**config.mk**
```make
export PLATFORM = sky130hd
export DESIGN_NAME = multi_issue_inst_queue_flat
export DESIGN_NICKNAME = d
export VERILOG_FILES = /design/src/rtl/multi_issue_inst_queue_if.sv /design/src/rtl/multi_issue_inst_queue.sv /design/src/flat_wrapper.sv
export SDC_FILE = /design/constraint.sdc
export NUM_CORES = 1
export LEC_CHECK = 0
export ABC_AREA = 0
export BUFFER_PORTS_ARGS = -buffer_cell sky130_fd_sc_hd__buf_2
export CAP_MARGIN = 40
export CORE_AREA = 2 2 231 233
export CTS_CLUSTER_DIAMETER = 80
export DETAILED_ROUTE_END_ITERATION = 10
export DIE_AREA = 0 0 233 235
export PLACE_DENSITY_LB_ADDON = 0.25
export SLEW_MARGIN = 20
export SYNTH_ARGS = -nofsm -noshare
export SYNTH_HDL_FRONTEND = slang
export SYNTH_SLANG_ARGS = --single-unit
```
**constraint.sdc**
```tcl
create_clock -name clk_in -period 6.1 [get_ports clk_in]
set_clock_uncertainty 0.1 [all_clocks]
set_input_delay 1.22 -clock clk_in [delete_from_list [all_inputs] [get_ports clk_in]]
set_output_delay 1.22 -clock clk_in [all_outputs]
set_load 0.1 [all_outputs]
```
**src/rtl/multi_issue_inst_queue_if.sv**
```systemverilog
// Handshake bundle for multi_issue_inst_queue: enqueue lanes, dequeue lanes,
// flush and occupancy. The producer/consumer side uses the master modport and
// the queue uses the slave modport.
interface multi_issue_inst_queue_if #(
    parameter int WIDTH     = 32,
    parameter int DEPTH     = 8,
    parameter int ENQ_LANES = 2,
    parameter int DEQ_LANES = 2
);
    localparam int CW = $clog2(DEPTH) + 1;

    logic                           flush_in;
    logic [ENQ_LANES-1:0]           enq_valid_in;
    logic [ENQ_LANES*WIDTH-1:0]     enq_data_in;
    logic                           enq_ready_out;
    logic [DEQ_LANES-1:0]           deq_valid_out;
    logic [DEQ_LANES*WIDTH-1:0]     deq_data_out;
    logic [DEQ_LANES-1:0]           deq_pop_in;
    logic [CW-1:0]                  count_out;

    modport master (
        output flush_in, enq_valid_in, enq_data_in, deq_pop_in,
        input  enq_ready_out, deq_valid_out, deq_data_out, count_out
    );

    modport slave (
        input  flush_in, enq_valid_in, enq_data_in, deq_pop_in,
        output enq_ready_out, deq_valid_out, deq_data_out, count_out
    );
endinterface

```
**src/rtl/multi_issue_inst_queue.sv**
```systemverilog
// Multi-issue instruction queue: circular buffer accepting up to ENQ_LANES
// entries and presenting the DEQ_LANES oldest entries every cycle.
// Pointers carry one extra wrap bit so that full and empty are distinct and
// occupancy is simply wr_ptr - rd_ptr.
// Optional feature macro INSTQ_BYPASS_EN: when the queue is empty the enqueue
// lanes fall through combinationally to the dequeue lanes; lanes consumed in
// that same cycle are never written, the rest are stored in order.
module multi_issue_inst_queue #(
    parameter int WIDTH     = 32,
    parameter int DEPTH     = 8,
    parameter int ENQ_LANES = 2,
    parameter int DEQ_LANES = 2
) (
    input  logic                   clk_in,
    input  logic                   rst_n_in,
    multi_issue_inst_queue_if.slave bus
);
    localparam int IW = $clog2(DEPTH);
    localparam int PW = IW + 1;

    // Storage is deliberately not reset; the pointers alone define validity.
    logic [WIDTH-1:0]               mem [DEPTH];

    logic [PW-1:0]                  wr_ptr;
    logic [PW-1:0]                  rd_ptr;
    logic [PW-1:0]                  count;
    logic                           enq_ready;
    logic                           do_enq;
    logic                           byp;

    // Lane counts share the pointer width; DEPTH >= lane counts so they fit.
    logic [PW-1:0]                  enq_n;
    logic [PW-1:0]                  pop_n;
    logic [PW-1:0]                  skip;
    logic [PW-1:0]                  wr_adv;
    logic [PW-1:0]                  rd_adv;

    logic [DEQ_LANES-1:0]           deq_valid;
    logic [ENQ_LANES-1:0][PW-1:0]   waddr;
    logic [ENQ_LANES-1:0]           wen;

    // Occupancy and readiness come from the registered pointers only, so a
    // slot freed by a dequeue this cycle is not reusable until next cycle.
    assign count     = wr_ptr - rd_ptr;
    assign enq_ready = (count <= PW'(DEPTH - ENQ_LANES));

`ifdef INSTQ_BYPASS_EN
    // Fall-through is active only for an empty, live (not flushing, not in
    // reset) queue.
    assign byp = (count == '0) && !bus.flush_in && rst_n_in;
`else
    assign byp = 1'b0;
`endif

    // Number of enqueue lanes in the contiguous valid prefix from lane 0.
    always_comb begin
        logic run;
        enq_n = '0;
        run   = 1'b1;
        for (int i = 0; i < ENQ_LANES; i++) begin
            run = run & bus.enq_valid_in[i];
            if (run) enq_n = enq_n + PW'(1);
        end
    end

    // Per dequeue lane: validity and data, either from storage or (bypass
    // build only) straight from the matching enqueue lane.
    for (genvar k = 0; k < DEQ_LANES; k++) begin : g_deq
        logic [PW-1:0]    raddr;
        logic [WIDTH-1:0] stored;
        logic             stored_vld;

        assign raddr      = rd_ptr + PW'(k);
        assign stored     = mem[raddr[IW-1:0]];
        assign stored_vld = (count > PW'(k));

`ifdef INSTQ_BYPASS_EN
        if (k < ENQ_LANES) begin : g_fall
            assign deq_valid[k] = byp ? (enq_n > PW'(k)) : stored_vld;
            assign bus.deq_data_out[k*WIDTH +: WIDTH] =
                byp ? bus.enq_data_in[k*WIDTH +: WIDTH] : stored;
        end else begin : g_nofall
            assign deq_valid[k] = byp ? 1'b0 : stored_vld;
            assign bus.deq_data_out[k*WIDTH +: WIDTH] = stored;
        end
`else
        assign deq_valid[k] = stored_vld;
        assign bus.deq_data_out[k*WIDTH +: WIDTH] = stored;
`endif
    end

    // Number of dequeue lanes actually consumed: contiguous prefix of
    // pop requests on lanes that are valid.
    always_comb begin
        logic run;
        pop_n = '0;
        run   = 1'b1;
        for (int k = 0; k < DEQ_LANES; k++) begin
            run = run & bus.deq_pop_in[k] & deq_valid[k];
            if (run) pop_n = pop_n + PW'(1);
        end
    end

    // Pointer advances and per-lane write enables/addresses. In bypass the
    // popped lanes are the leading enqueue lanes, so they are skipped and the
    // remaining lanes are packed down starting at wr_ptr.
    always_comb begin
        do_enq = enq_ready && !bus.flush_in;
        skip   = byp ? pop_n : '0;
        wr_adv = do_enq ? (enq_n - skip) : '0;
        rd_adv = byp ? '0 : pop_n;
        for (int i = 0; i < ENQ_LANES; i++) begin
            waddr[i] = wr_ptr + PW'(i) - skip;
            wen[i]   = do_enq && (PW'(i) < enq_n) && (PW'(i) >= skip);
        end
    end

    // Pointer state: async reset, flush overrides any same-cycle traffic.
    always_ff @(posedge clk_in or negedge rst_n_in) begin
        if (!rst_n_in) begin
            wr_ptr <= '0;
            rd_ptr <= '0;
        end else if (bus.flush_in) begin
            wr_ptr <= '0;
            rd_ptr <= '0;
        end else begin
            wr_ptr <= wr_ptr + wr_adv;
            rd_ptr <= rd_ptr + rd_adv;
        end
    end

    // Entry storage writes, one port per enqueue lane.
    always_ff @(posedge clk_in) begin
        for (int i = 0; i < ENQ_LANES; i++) begin
            if (wen[i]) mem[waddr[i][IW-1:0]] <= bus.enq_data_in[i*WIDTH +: WIDTH];
        end
    end

    assign bus.enq_ready_out = enq_ready;
    assign bus.deq_valid_out = deq_valid;
    assign bus.count_out     = count;

endmodule

```
**src/flat_wrapper.sv**
```systemverilog
// flat-port wrapper written by rule: the top's interface ports become plain ports
module multi_issue_inst_queue_flat 
#(
    parameter int WIDTH     = 32,
    parameter int DEPTH     = 8,
    parameter int ENQ_LANES = 2,
    parameter int DEQ_LANES = 2
)
  (clk_in, rst_n_in, bus_flush_in, bus_enq_valid_in, bus_enq_data_in, bus_deq_pop_in, bus_enq_ready_out, bus_deq_valid_out, bus_deq_data_out, bus_count_out);
  multi_issue_inst_queue_if #(.WIDTH(WIDTH), .DEPTH(DEPTH), .ENQ_LANES(ENQ_LANES), .DEQ_LANES(DEQ_LANES)) bus_i ();
  input  logic clk_in;
  input  logic rst_n_in;
  input wire logic [$bits(bus_i.flush_in)-1:0] bus_flush_in;
  input wire logic [$bits(bus_i.enq_valid_in)-1:0] bus_enq_valid_in;
  input wire logic [$bits(bus_i.enq_data_in)-1:0] bus_enq_data_in;
  input wire logic [$bits(bus_i.deq_pop_in)-1:0] bus_deq_pop_in;
  output wire logic [$bits(bus_i.enq_ready_out)-1:0] bus_enq_ready_out;
  output wire logic [$bits(bus_i.deq_valid_out)-1:0] bus_deq_valid_out;
  output wire logic [$bits(bus_i.deq_data_out)-1:0] bus_deq_data_out;
  output wire logic [$bits(bus_i.count_out)-1:0] bus_count_out;
  assign bus_i.flush_in = bus_flush_in;
  assign bus_i.enq_valid_in = bus_enq_valid_in;
  assign bus_i.enq_data_in = bus_enq_data_in;
  assign bus_i.deq_pop_in = bus_deq_pop_in;
  assign bus_enq_ready_out = bus_i.enq_ready_out;
  assign bus_deq_valid_out = bus_i.deq_valid_out;
  assign bus_deq_data_out = bus_i.deq_data_out;
  assign bus_count_out = bus_i.count_out;
  multi_issue_inst_queue #(.WIDTH(WIDTH), .DEPTH(DEPTH), .ENQ_LANES(ENQ_LANES), .DEQ_LANES(DEQ_LANES)) u_core (.clk_in(clk_in), .rst_n_in(rst_n_in), .bus(bus_i));
endmodule
```
== Yosys cells after proc, flatten, opt, wreduce, memory -nomap -nowiden ==
Memory sizes are Yosys's and may differ from the RTL's.
Index checks and enable logic that the tools add are counted.
Cells by class
  mux-type cells: 11
  bitwise operators: 4
  reduce and logical (&&, ||, !) cells: 4
  magnitude comparators: 5
  add/sub/neg operators: 7
Operator list (count)
  two-way mux 4 bit: 5
  adder 4 bit: 2
  > comparator 4 x 1 -> 1 bit (second input constant): 2
  less-than comparator 1 x 4 -> 1 bit (first input constant): 2
  adder 3 x 1 -> 3 bit (second input constant): 2
  two-way mux 1 bit: 6
  adder 4 x 1 -> 4 bit (second input constant): 1
  AND 1 bit: 4
  <= comparator 4 x 3 -> 1 bit (second input constant): 1
  subtractor 4 bit: 1
  logical AND 1 bit: 3
  adder 1 x 1 -> 2 bit (second input constant): 1
  logical NOT 1 bit: 1
Word-level totals
  flip-flop bits (word level): 8
  RAM bits: 256
  output and inout bits: 71
  memories: 1
Memories
  u_core.mem: depth 8, bits a word 32, rd ports 2, clocked after Yosys merged registers in 0, wr ports 2, line multi_issue_inst_queue.sv:22  | logic [WIDTH-1:0] mem [DEPTH];

== Logic depth before layout (Yosys ltp) ==
Gate-level depths: netlist of run 1.
  word-level depth: 8
  gate-level depth with buffers: 16
  mapped depth without buffers: 13

== Worst setup path before layout of run 1 ==
No wires, ideal clock.
  path kind: reg2out
  start: reg u_core.rd_ptr[1]
  end: out bus_enq_ready_out
  buffers on the path: 2
  data required time: 4.780 ns
  data arrival time: 4.640 ns
  path slack: 0.140 ns
  stages on the path, launching flop included: 9
  cells stage by stage: dfrtp_1 buf_2 buf_1 inv_1 fa_1 xor2_1 nand3_1 o21ai_0 inv_1
Between the ends
  cells in the longest elaborated chain, start to end: 2
RTL lines
  start, declared: line multi_issue_inst_queue.sv:25  | logic [PW-1:0] rd_ptr;
  start signal, assigned: line multi_issue_inst_queue.sv:128  | rd_ptr <= rd_ptr + rd_adv;
  subtractor 4 bit: line multi_issue_inst_queue.sv:44  | assign count = wr_ptr - rd_ptr;
  net bus_count_out[2]: line flat_wrapper.sv:20  | output wire logic [$bits(bus_i.count_out)-1:0] bus_count_out;
  <= comparator 4 x 3 -> 1 bit: line multi_issue_inst_queue.sv:45  | assign enq_ready = (count <= PW'(DEPTH - ENQ_LANES));
  end, declared: line flat_wrapper.sv:17  | output wire logic [$bits(bus_i.enq_ready_out)-1:0] bus_enq_ready_out;
The timed path passes the listed nets, and every way through them passes these cells.

== Worst setup path in the final report of run 1 ==
  start: reg u_core.rd_ptr[1]
  end: out bus_deq_data_out[62]
Between the ends
  cells in the longest elaborated chain, start to end: 2
RTL lines
  adder 3 x 1 -> 3 bit: line multi_issue_inst_queue.sv:73  | assign raddr = rd_ptr + PW'(k);
  memory (8 x 32 bit)
  end, declared: line flat_wrapper.sv:19  | output wire logic [$bits(bus_i.deq_data_out)-1:0] bus_deq_data_out;
Every way passes these cells.

==> results of run 1 <==
==> power by group <==
group / total (W) / switching [W] / internal (W)
Clock: 0.00164 / 0.000731 / 0.000905
Combinational: 0.00515 / 0.00378 / 0.00137
Sequential: 0.00225 / 0.000142 / 0.00211
==> routing by layer <==
metal  vias to the layer above  GRT usage [%]  share of wire (%)
li1                       4085              -                  -
met1                      4885          22.89                 45
met2                       174          27.47                 49
met3                        49          2.913                4.7
met4                        12          3.243                1.4
met5                         -              0               0.17
==> flip-flops by register name, indices dropped and copies added, names as in the netlist <==
| register | flops |
|---|---|
| u_core.rd_ptr | 4 |
| u_core.wr_ptr | 4 |
| u_core.mem | 256 |
==> logic make-up (layout without fill, tap and decap cells) <==
kind of cell             Yosys count  in the layout  synth area share (%)
flip-flops                       264            264                 51.01
multiplexers                     417            417                 39.68
adder cells (fa/ha/maj)           13             13                 1.198
other                              0              1                     0
AND/OR/NAND/NOR                  145            145                 4.475
AO/OA/AOI/OAI                     16             16                0.7040
XOR/XNOR                           8              8                0.4531
buffers and inverters             77            238                 2.476
==> worst max-delay path by stage <==
stage	from	to	slack [ns]
floorplan	u_core.rd_ptr[1]$_DFF_PN0_	bus_enq_ready_out	0.14
global placement	u_core.rd_ptr[1]$_DFF_PN0_	bus_deq_data_out[56]	1.65
detailed placement	u_core.rd_ptr[1]$_DFF_PN0_	bus_deq_data_out[56]	1.64
CTS	u_core.rd_ptr[1]$_DFF_PN0_	bus_deq_data_out[56]	1.02
global route	u_core.rd_ptr[1]$_DFF_PN0_	bus_deq_data_out[57]	0.95
finish	u_core.rd_ptr[1]$_DFF_PN0_	bus_deq_data_out[62]	1.10
==> per-stage QoR <==
step / utilization, % / hold slack (ns) / setup slack (ns) / cell area (µm²) / power [W]
after floorplan: - / 0.4286 / 0.1400 / 15460 / 0.006464
after global placement: 32.60 / 0.4469 / 1.650 / 17030 / 0.007441
after detailed placement: 32.84 / 0.4643 / 1.644 / 17150 / 0.007473
after CTS: 34.47 / 0.3801 / 1.022 / 18000 / 0.009124
after global routing: 34.56 / 0.3935 / 0.9466 / 18050 / 0.009375
final: 34.56 / 0.3996 / 1.100 / 18050 / 0.009036
==> area by class of cell <==
class / count / share of cell area (%)
multi-input combinational: 599 / 40.51
antenna: 1 / 0.01386
tap: 688 / 4.768
clock inverter: 17 / 0.5891
timing repair buffer: 178 / 6.071
sequential: 264 / 43.74
inverter: 9 / 0.1871
clock buffer: 34 / 4.124
==> placed cells by master, fill, tap and decap left out, types with 3 or more instances in the layout <==
cell type and instances:
mux4_2 128, clkinv_1 8, buf_4 29, buf_2 141, clkinv_2 6, buf_12 3, a21oi_1 4, clkbuf_1 5
nor2_4 6, nand2_1 99, mux2_1 12, fa_1 3, nor2b_1 7, inv_1 8, nor2_1 9, xnor2_1 4
mux2_2 276, xor2_1 3, ha_1 9, nand3_1 4, clkbuf_16 29, a41o_2 4, edfxtp_1 256, buf_16 3
dfrtp_1 5, o22ai_4 4, and3_1 3
==> worst reg2reg max path: stages (launching register included) <==
cell and delay (ns):
dfrtp_4 0.82, ha_1 0.31, inv_1 0.07, fa_1 0.37, xor2_1 0.17, nand3_1 0.29
nand3b_2 0.35, nor2_4 0.57, buf_4 0.50, mux2_2 0.41
==> impl_results.md, run 1 <==
- Clock Latency Late Sink: 0.56 ns
- DR vias: 9205
- Top cells by count, synth: 276 x mux2_2, 256 x edfxtp_1, 128 x mux4_2, 99 x nand2_1, 25 x clkbuf_1
- Worst-path maximum fanout: 47
- Number of core rows: 84
- CP cell instances: ha_4 -> buf_4 -> mux4_2 -> mux2_2 -> buf_2
- Post-synthesis area per instance: 16.45 µm²
- Final ANT Viol Nets: 0
- Nets: 1165
- Crit-path leading delay family: adder cells
- CP endpoint kind: output pin
- Fill cells: 5010
- Die height: 235 µm
- Area leader, netlist: edfxtp_1
- Maximum clock path buffer count: 3
- Clk root buf: clkbuf_16
- Input/output buffers: 141
- Area grow syn2layout: 16.76%
- Remaining global-route overflow: 0
- Synth warn: 0
- Critical R2R Launch: u_core.rd_ptr[0]$_DFF_PN0_
- Area of the multi-input gates: 7313 µm²
- Crit-path max cell delay: 0.96 ns
- Share of cells above drive strength 1: 58.95%
- Clk slew on worst S/H paths: 0.06 ns
- Htree depth: 1
- Cell leakage power: 5.976 nW
- Most area-consuming cells after synthesis: edfxtp_1 50%, mux2_2 20%, mux4_2 19%
- Slew @ Worst Pin: 0.8352 ns
- Hpwl dp: 28.59 mm
- Vias in the first global route: 9797
- # Max-Cap Violations: 0
- Status: completed
- Vias per cell: 5.142
- RSZ-0062 raised after global routing: no
- Finished Layout Cells: 1790
- Post-synthesis register bit count: 264
- Syn Nets: 1024
- Cts hold-fix bufs: 0
- TritonCTS clock tree: built
- Max Slew Vio Count: 0
- Horiz. Die Dim: 233 µm
- Core Region: 52240 µm²
- Fmax: 200.0 MHz
- Area share of the largest cell type after synthesis: 49.72%
- Initial core utilization: 29.60%
- Distinct cells, synth: 42
- Hold Crit Class: in -> async
- Worst EP arrival: 3.68 ns
- Req. time, crit path: 4.78 ns
- Initial antenna violation count: 6
- FF-to-FF path depth: 9
- RR Endpoint: u_core.mem[1][9]$_DFFE_PP_
- Hold Fails Final Rpt: 0
- Synth Instances: 940
- # setup viols final: 0
- Fin crit period: 5.000 ns
- Main synth FF type: edfxtp_1
- Die area: 54760 µm²
- EDFF count, synth: 256
- R2R Setup Slk: 1.88 ns
- Critical path class: reg -> out
- Sequential area share after synthesis: 51.01%
- Final Wtd Congestion: 0.7464
- Most frequent cell after synthesis: mux2_2
- Async S/R FF share, synth: 3.030%
- Cell count along the critical path: 5
- Postcts setup bufs: 0
- Drt first pass iters: 5
- Placed instance count: 1736
- DRC viols: 0
- Routed WL: 45.47 mm
- Num CTS Buffers: 29
- Critical-path top delay cell: ha_4
- First-pass GRT wire length: 66.87 mm
- Sink Count: 264
- Fin crit share: 81.97%
- Wire per inst: 25.40 µm
- Critical path startpoint category: register
- DR iter-0 viols: 646
- Top-Level Pins: 142
- Sequential Area: 7896 µm²
- Gr usage total: 16.60%
- Largest net degree at the start of global routing: 51
- PD cells: 500.5 nW/µm²
- Final TNS setup: 0 ns
- Worst slew margin: 44.32%
- VDD IR max: 0.3691 mV
- Cts repair resizes: 0
- Netlist Area Pre-Place: 15460 µm²
- WP buf/inv: 2
(Power assumes the default switching activity.)
==> run 2: changes to the inputs <==
==> constraint.sdc (replaced) <==
create_clock -name clk_in -period 5 [get_ports clk_in]
set_clock_uncertainty 0.1 [all_clocks]
set_input_delay 1 -clock clk_in [delete_from_list [all_inputs] [get_ports clk_in]]
set_output_delay 1 -clock clk_in [all_outputs]
set_load 0.1 [all_outputs]
==> run 2 against run 1 <==
Global-route usage increased by 0.12 points. Design area up 0.48%. Clock-buffer cell count unchanged. Clock power rose by 37%. Worst setup slack got worse by 0.57 ns. Critical path depth unchanged. Sequential cell count is the same. Non-clock buffer count is 7 lower. Highest routed layer unchanged.
==> impl_results.md, run 2 (synthesized netlist as in run 1, its figures left out) <==
- Horiz. Die Dim: 233 µm (unchanged)
- Share of cells above drive strength 1: 59.14% (+0.20 points)
- Htree depth: 1 (unchanged)
- Fill cells: 4999 (-0.22%)
- Hold Slack: 0.1650 ns (-0.2346 ns)
- Max Slew Vio Count: 0 (unchanged)
- Fin crit period: 4.469 ns
- Gr usage total: 16.72% (+0.12 points)
- Worst EP arrival: 3.37 ns (-0.31 ns)
- DR iter-0 viols: 672 (+4.0%)
- Max FFs per register: 256 (unchanged)
- Critical path class: reg -> out
- Critical path startpoint category: register
- Fin crit share: 89.37%
- Place WS: 1.062 ns (-0.5822 ns)
- Worst-path maximum fanout: 35 (-26%)
- Worst slew margin: 49.30% (+5.0 points)
- Req. time, crit path: 3.90 ns (-0.88 ns)
- PD cells: 621.1 nW/µm² (+24%)
- Top-Level Pins: 142 (unchanged)
- Die height: 235 µm (unchanged)
- Placed instance count: 1731 (-0.29%)
- Sink Count: 264 (unchanged)
- Wire per inst: 25.50 µm (+0.37%)
- Drt first pass iters: 4 (-1)
- Cts hold-fix bufs: 0 (unchanged)
- Routed WL: 45.56 mm (+0.20%)
- CP endpoint kind: output pin
- VDD IR max: 0.4651 mV (+26%)
- Largest net degree at the start of global routing: 69 (+35%)
- Number of core rows: 84 (unchanged)
- Core Region: 52240 µm² (unchanged)
- Final ANT Viol Nets: 0 (unchanged)
- Maximum clock path buffer count: 3 (unchanged)
- Initial core utilization: 29.60% (unchanged)
- Hpwl dp: 26.96 mm (-5.7%)
- Clock Latency Late Sink: 0.57 ns (about the same)
- Area grow syn2layout: 17.32%
- DRC viols: 0 (unchanged)
- # Max-Cap Violations: 0 (unchanged)
- Nets: 1159 (-0.52%)
- Hold Fails Final Rpt: 0 (unchanged)
- Num CTS Buffers: 30 (+3.4%)
- Fmax: 223.8 MHz
- Slew @ Worst Pin: 0.7605 ns (-0.07467 ns)
- Cell leakage power: 5.994 nW (+0.30%)
- Input/output buffers: 141 (unchanged)
- Status: completed
- Remaining global-route overflow: 0 (unchanged)
- Cts repair resizes: 0 (unchanged)
- RSZ-0062 raised after global routing: no
- Sequential Area: 7896 µm² (unchanged)
- Clk slew on worst S/H paths: 0.06 ns (about the same)
- DR vias: 9225 (+0.22%)
- First-pass GRT wire length: 67.63 mm (+1.1%)
- Hold Crit Class: in -> async
- TritonCTS clock tree: built
- Vias in the first global route: 9934 (+1.4%)
- Finished Layout Cells: 1787 (-0.17%)
- Clk root buf: clkbuf_16
- Inserted Diodes: 0 (-1)
- Final worst setup slack: 0.5313 ns (-0.5683 ns)
- Area of the multi-input gates: 7321 µm² (+0.10%)
- # setup viols final: 0 (unchanged)
- Final Wtd Congestion: 0.7478 (+0.19%)
- Initial antenna violation count: 4 (-2)
- Vias per cell: 5.162 (+0.39%)
- Die area: 54760 µm² (unchanged)
- Post-layout util: 34.73% (+0.17 points)
- Postcts setup bufs: 0 (unchanged)
- Most frequent cells in the layout: 276 x mux2_2, 256 x edfxtp_1, 141 x buf_2
- Leading cell type in the layout, fill and taps excluded: mux2_2
==> run 2: final cells by class <==
cell class / instances / area share (%)
inverter: 9 / 0.1862
multi-input combinational: 599 / 40.36
timing repair buffer: 171 / 5.684
tap: 688 / 4.745
clock inverter: 22 / 1.159
clock buffer: 34 / 4.339
sequential: 264 / 43.53
==> run 2: worst paths after layout <==
kind,cells past startpoint,startpoint,endpoint,slack (ns)
setup / recovery,5,u_core.rd_ptr[0]$_DFF_PN0_,bus_deq_data_out[35],0.53
min in group clk_in,2,u_core.rd_ptr[3]$_DFF_PN0_,u_core.rd_ptr[3]$_DFF_PN0_,0.46
hold reg to reg,2,u_core.rd_ptr[3]$_DFF_PN0_,u_core.rd_ptr[3]$_DFF_PN0_,0.46
max in group asynchronous,1,rst_n_in,u_core.rd_ptr[0]$_DFF_PN0_,4.45
hold / removal,1,rst_n_in,u_core.rd_ptr[1]$_DFF_PN0_,0.16
setup reg to reg,9,u_core.rd_ptr[0]$_DFF_PN0_,u_core.mem[3][9]$_DFFE_PP_,1.09
==> run 2: metal layers <==
| metal | GRT usage, % | part of all wire, % | vias to the layer above |
|---|---|---|---|
| met1 | 22.44 | 44 | 4875 |
| li1 | - | - | 4077 |
| met3 | 2.451 | 4.7 | 46 |
| met5 | 0 | 0.12 | - |
| met2 | 28.83 | 50 | 219 |
| met4 | 3.088 | 1.3 | 8 |
==> run 2: worst max-delay path, stage by stage, from the launching register on <==
cell	delay, ns
dfrtp_4	0.67
ha_4	0.77
buf_12	0.32
mux4_2	0.34
mux2_2	0.34
buf_2	0.31
==> run 2: metrics by stage <==
step / area, µm² / total power (W) / TNS [ns]
final: 18140 / 0.01127 / 0
after global routing: 18140 / 0.01170 / 0
after CTS: 18140 / 0.01140 / 0
after detailed placement: 17140 / 0.009139 / 0
after global placement: 17140 / 0.009126 / 0
after floorplan: 15470 / 0.007892 / -14.52
==> run 2: report_power, final <==
| group | internal (W) | switching, W |
|---|---|---|
| Combinational | 0.00166 | 0.00469 |
| Clock | 0.00133 | 0.000911 |
| Sequential | 0.00258 | 0.000102 |
==> run 3: changes to the inputs <==
--- a/config.mk
+++ b/config.mk
@@ -12,6 +12,7 @@
 export CTS_CLUSTER_DIAMETER = 80
 export DETAILED_ROUTE_END_ITERATION = 10
 export DIE_AREA = 0 0 233 235
+export GPL_TIMING_DRIVEN = 0
 export PLACE_DENSITY_LB_ADDON = 0.25
 export SLEW_MARGIN = 20
 export SYNTH_ARGS = -nofsm -noshare
==> run 3 against run 2 <==
Fmax shrank 6.7%. First-iteration DRC count rose by 29%. Largest power group unchanged. Hold slack lost 0.0085 ns. Non-clock buffer count rose by 63. Design area up 2.3%. Critical endpoint is now bus_deq_data_out[0].
==> impl_results.md, run 3 (synthesized netlist as in run 1, its figures left out) <==
- TritonCTS clock tree: built
- Fill cells: 4966 (-0.66%)
- Wire per inst: 26.61 µm (+4.4%)
- First-pass GRT wire length: 72.06 mm (+6.6%)
- Die area: 54760 µm² (unchanged)
- Cts hold-fix bufs: 0 (unchanged)
- Maximum clock path buffer count: 3 (unchanged)
- Total power: 0.01152 W (+2.2%)
- DR iter-0 viols: 867 (+29%)
- Clock Latency Late Sink: 0.58 ns (about the same)
- Initial antenna violation count: 3 (-1)
- Drt first pass iters: 5 (+1)
- DR vias: 9683 (+5.0%)
- Gr usage total: 18.04% (+1.3 points)
- Number of core rows: 84 (unchanged)
- Sink Count: 264 (unchanged)
- Max FFs per register: 256 (unchanged)
- Die height: 235 µm (unchanged)
- Fin crit share: 95.77% (+6.4 points)
- Fmax: 208.8 MHz (-6.7%)
- Finished Layout Cells: 1853 (+3.7%)
- Htree depth: 1 (unchanged)
- PD cells: 620.9 nW/µm² (about the same)
- RSZ-0062 raised after global routing: no
- Final ANT Viol Nets: 0 (unchanged)
- Routed WL: 49.30 mm (+8.2%)
- Horiz. Die Dim: 233 µm (unchanged)
- Top-Level Pins: 142 (unchanged)
- VDD IR max: 0.5509 mV (+18%)
- Hold Fails Final Rpt: 0 (unchanged)
- Area grow syn2layout: 19.98%
- # Max-Cap Violations: 0 (unchanged)
- # setup viols final: 0 (unchanged)
- Most frequent cells in the layout: 276 x mux2_2, 256 x edfxtp_1, 155 x buf_2
- Fin crit period: 4.789 ns (+0.3200 ns)
- Final Wtd Congestion: 0.7450 (-0.37%)
- Critical path class: reg -> out
- Metal2 WL: 24.55 mm (+7.5%)
- Critical path startpoint category: register
- Share of cells above drive strength 1: 58.42% (-0.73 points)
- Vias in the first global route: 10310 (+3.8%)
- CP endpoint kind: output pin
- Leading cell type in the layout, fill and taps excluded: mux2_2
- Req. time, crit path: 3.90 ns (about the same)
- Remaining global-route overflow: 0 (unchanged)
- Hold Crit Class: in -> async
- Nets: 1223 (+5.5%)
- Max Slew Vio Count: 0 (unchanged)
- Cell leakage power: 6.246 nW (+4.2%)
- Area of the multi-input gates: 7289 µm² (-0.43%)
- DRC viols: 0 (unchanged)
- Slew @ Worst Pin: 0.8872 ns (+0.1267 ns)
- Num CTS Buffers: 31 (+3.3%)
- Status: completed
- Largest net degree at the start of global routing: 33 (-52%)
- Initial core utilization: 29.60% (unchanged)
- Met3 WL post-DR: 2.520 mm (+19%)
- Input/output buffers: 140 (-0.71%)
- Worst EP arrival: 3.69 ns (+0.32 ns)
- Core Region: 52240 µm² (unchanged)
- Hold Slack: 0.1565 ns (-0.008480 ns)
- Vias per cell: 5.226 (+1.2%)
- Post-Route M1 WL: 21.52 mm (+7.8%)
- Worst slew margin: 40.85% (-8.4 points)
- Max layer used: met5
- Clk root buf: clkbuf_16
- Sequential Area: 7889 µm² (about the same)
- Hpwl dp: 32.80 mm (+22%)
- Clk slew on worst S/H paths: 0.06 ns (about the same)
- Worst-path maximum fanout: 10 (-71%)
- Placed instance count: 1793 (+3.6%)
[run 3: changes by cell type in the layout (fill, tap and decap cells not counted), moves of 5 or more]
| cell | delta |
|---|---|
| buf_8 | +5 |
| nor2_4 | -6 |
| clkbuf_1 | +26 |
| buf_6 | +17 |
| buf_2 | +14 |
| nor2_2 | +6 |
| buf_1 | +7 |
| buf_12 | -8 |
| buf_16 | +9 |
[run 3: layer usage]
metal	vias up	global-route usage, %
met1	5120	24.93
met5	-	0
li1	4219	-
met3	53	2.245
met4	4	3.532
met2	287	30.44
[run 3: worst max-delay path, stage by stage (launching register included)]
cell and delay, ns:
dfrtp_1 0.52, buf_2 0.34, clkbuf_1 0.51, clkbuf_1 0.72
mux4_2 0.35, nand2_1 0.05, nand2_1 0.15, buf_2 0.45
[run 3: area by class of cell]
class / instances / area share [%]
Clock buffer: 37 / 4.303
Inverter: 9 / 0.1888
Timing Repair Buffer: 168 / 6.374
Multi-Input combinational cell: 599 / 39.29
Clock inverter: 21 / 0.7486
Sequential cell: 264 / 42.52
Buffer: 66 / 1.915
Antenna cell: 1 / 0.01349
Tap cell: 688 / 4.640
[run 3: metrics by stage]
stage	util (%)	cell area, µm²	setup WS (ns)	TNS (ns)
6_report	35.52	18550	0.2113	0
5_1_grt	35.52	18550	0.04213	0
4_1_cts	35.44	18510	0.02770	0
3_5_place_dp	33.64	17570	-0.1401	-3.281
3_3_place_gp	32.61	17030	-3.206	-572.95
2_1_floorplan	-	15470	-0.1130	-14.52
[run 3: power by group]
group	leakage [nW]	internal, W	total (W)	switching [W]
combinational	3.36	0.00180	0.00674	0.00494
sequential	2.42	0.00258	0.00265	0.0000707
clock	0.461	0.00119	0.00214	0.000947
total	6.25	0.00556	0.0115	0.00595
[run 3: final timing paths]
path / startpoint / end / slack [ns] / cells past startpoint
min reg2reg: u_core.rd_ptr[3]$_DFF_PN0_ / u_core.rd_ptr[3]$_DFF_PN0_ / 0.47 / 2
max reg2reg: u_core.wr_ptr[0]$_DFF_PN0_ / u_core.mem[1][9]$_DFFE_PP_ / 0.45 / 11
max in group asynchronous: rst_n_in / u_core.rd_ptr[1]$_DFF_PN0_ / 4.46 / 1
min in group clk_in: u_core.rd_ptr[3]$_DFF_PN0_ / u_core.rd_ptr[3]$_DFF_PN0_ / 0.47 / 2
min: rst_n_in / u_core.wr_ptr[0]$_DFF_PN0_ / 0.16 / 1
max: u_core.rd_ptr[0]$_DFF_PN0_ / bus_deq_data_out[0] / 0.21 / 7
[run 3: repair_timing]
action,in CTS,in global routing
setup buffers,0,0
gates resized for setup,5,2
pin swaps,0,0
setup endpoints to repair,52,3
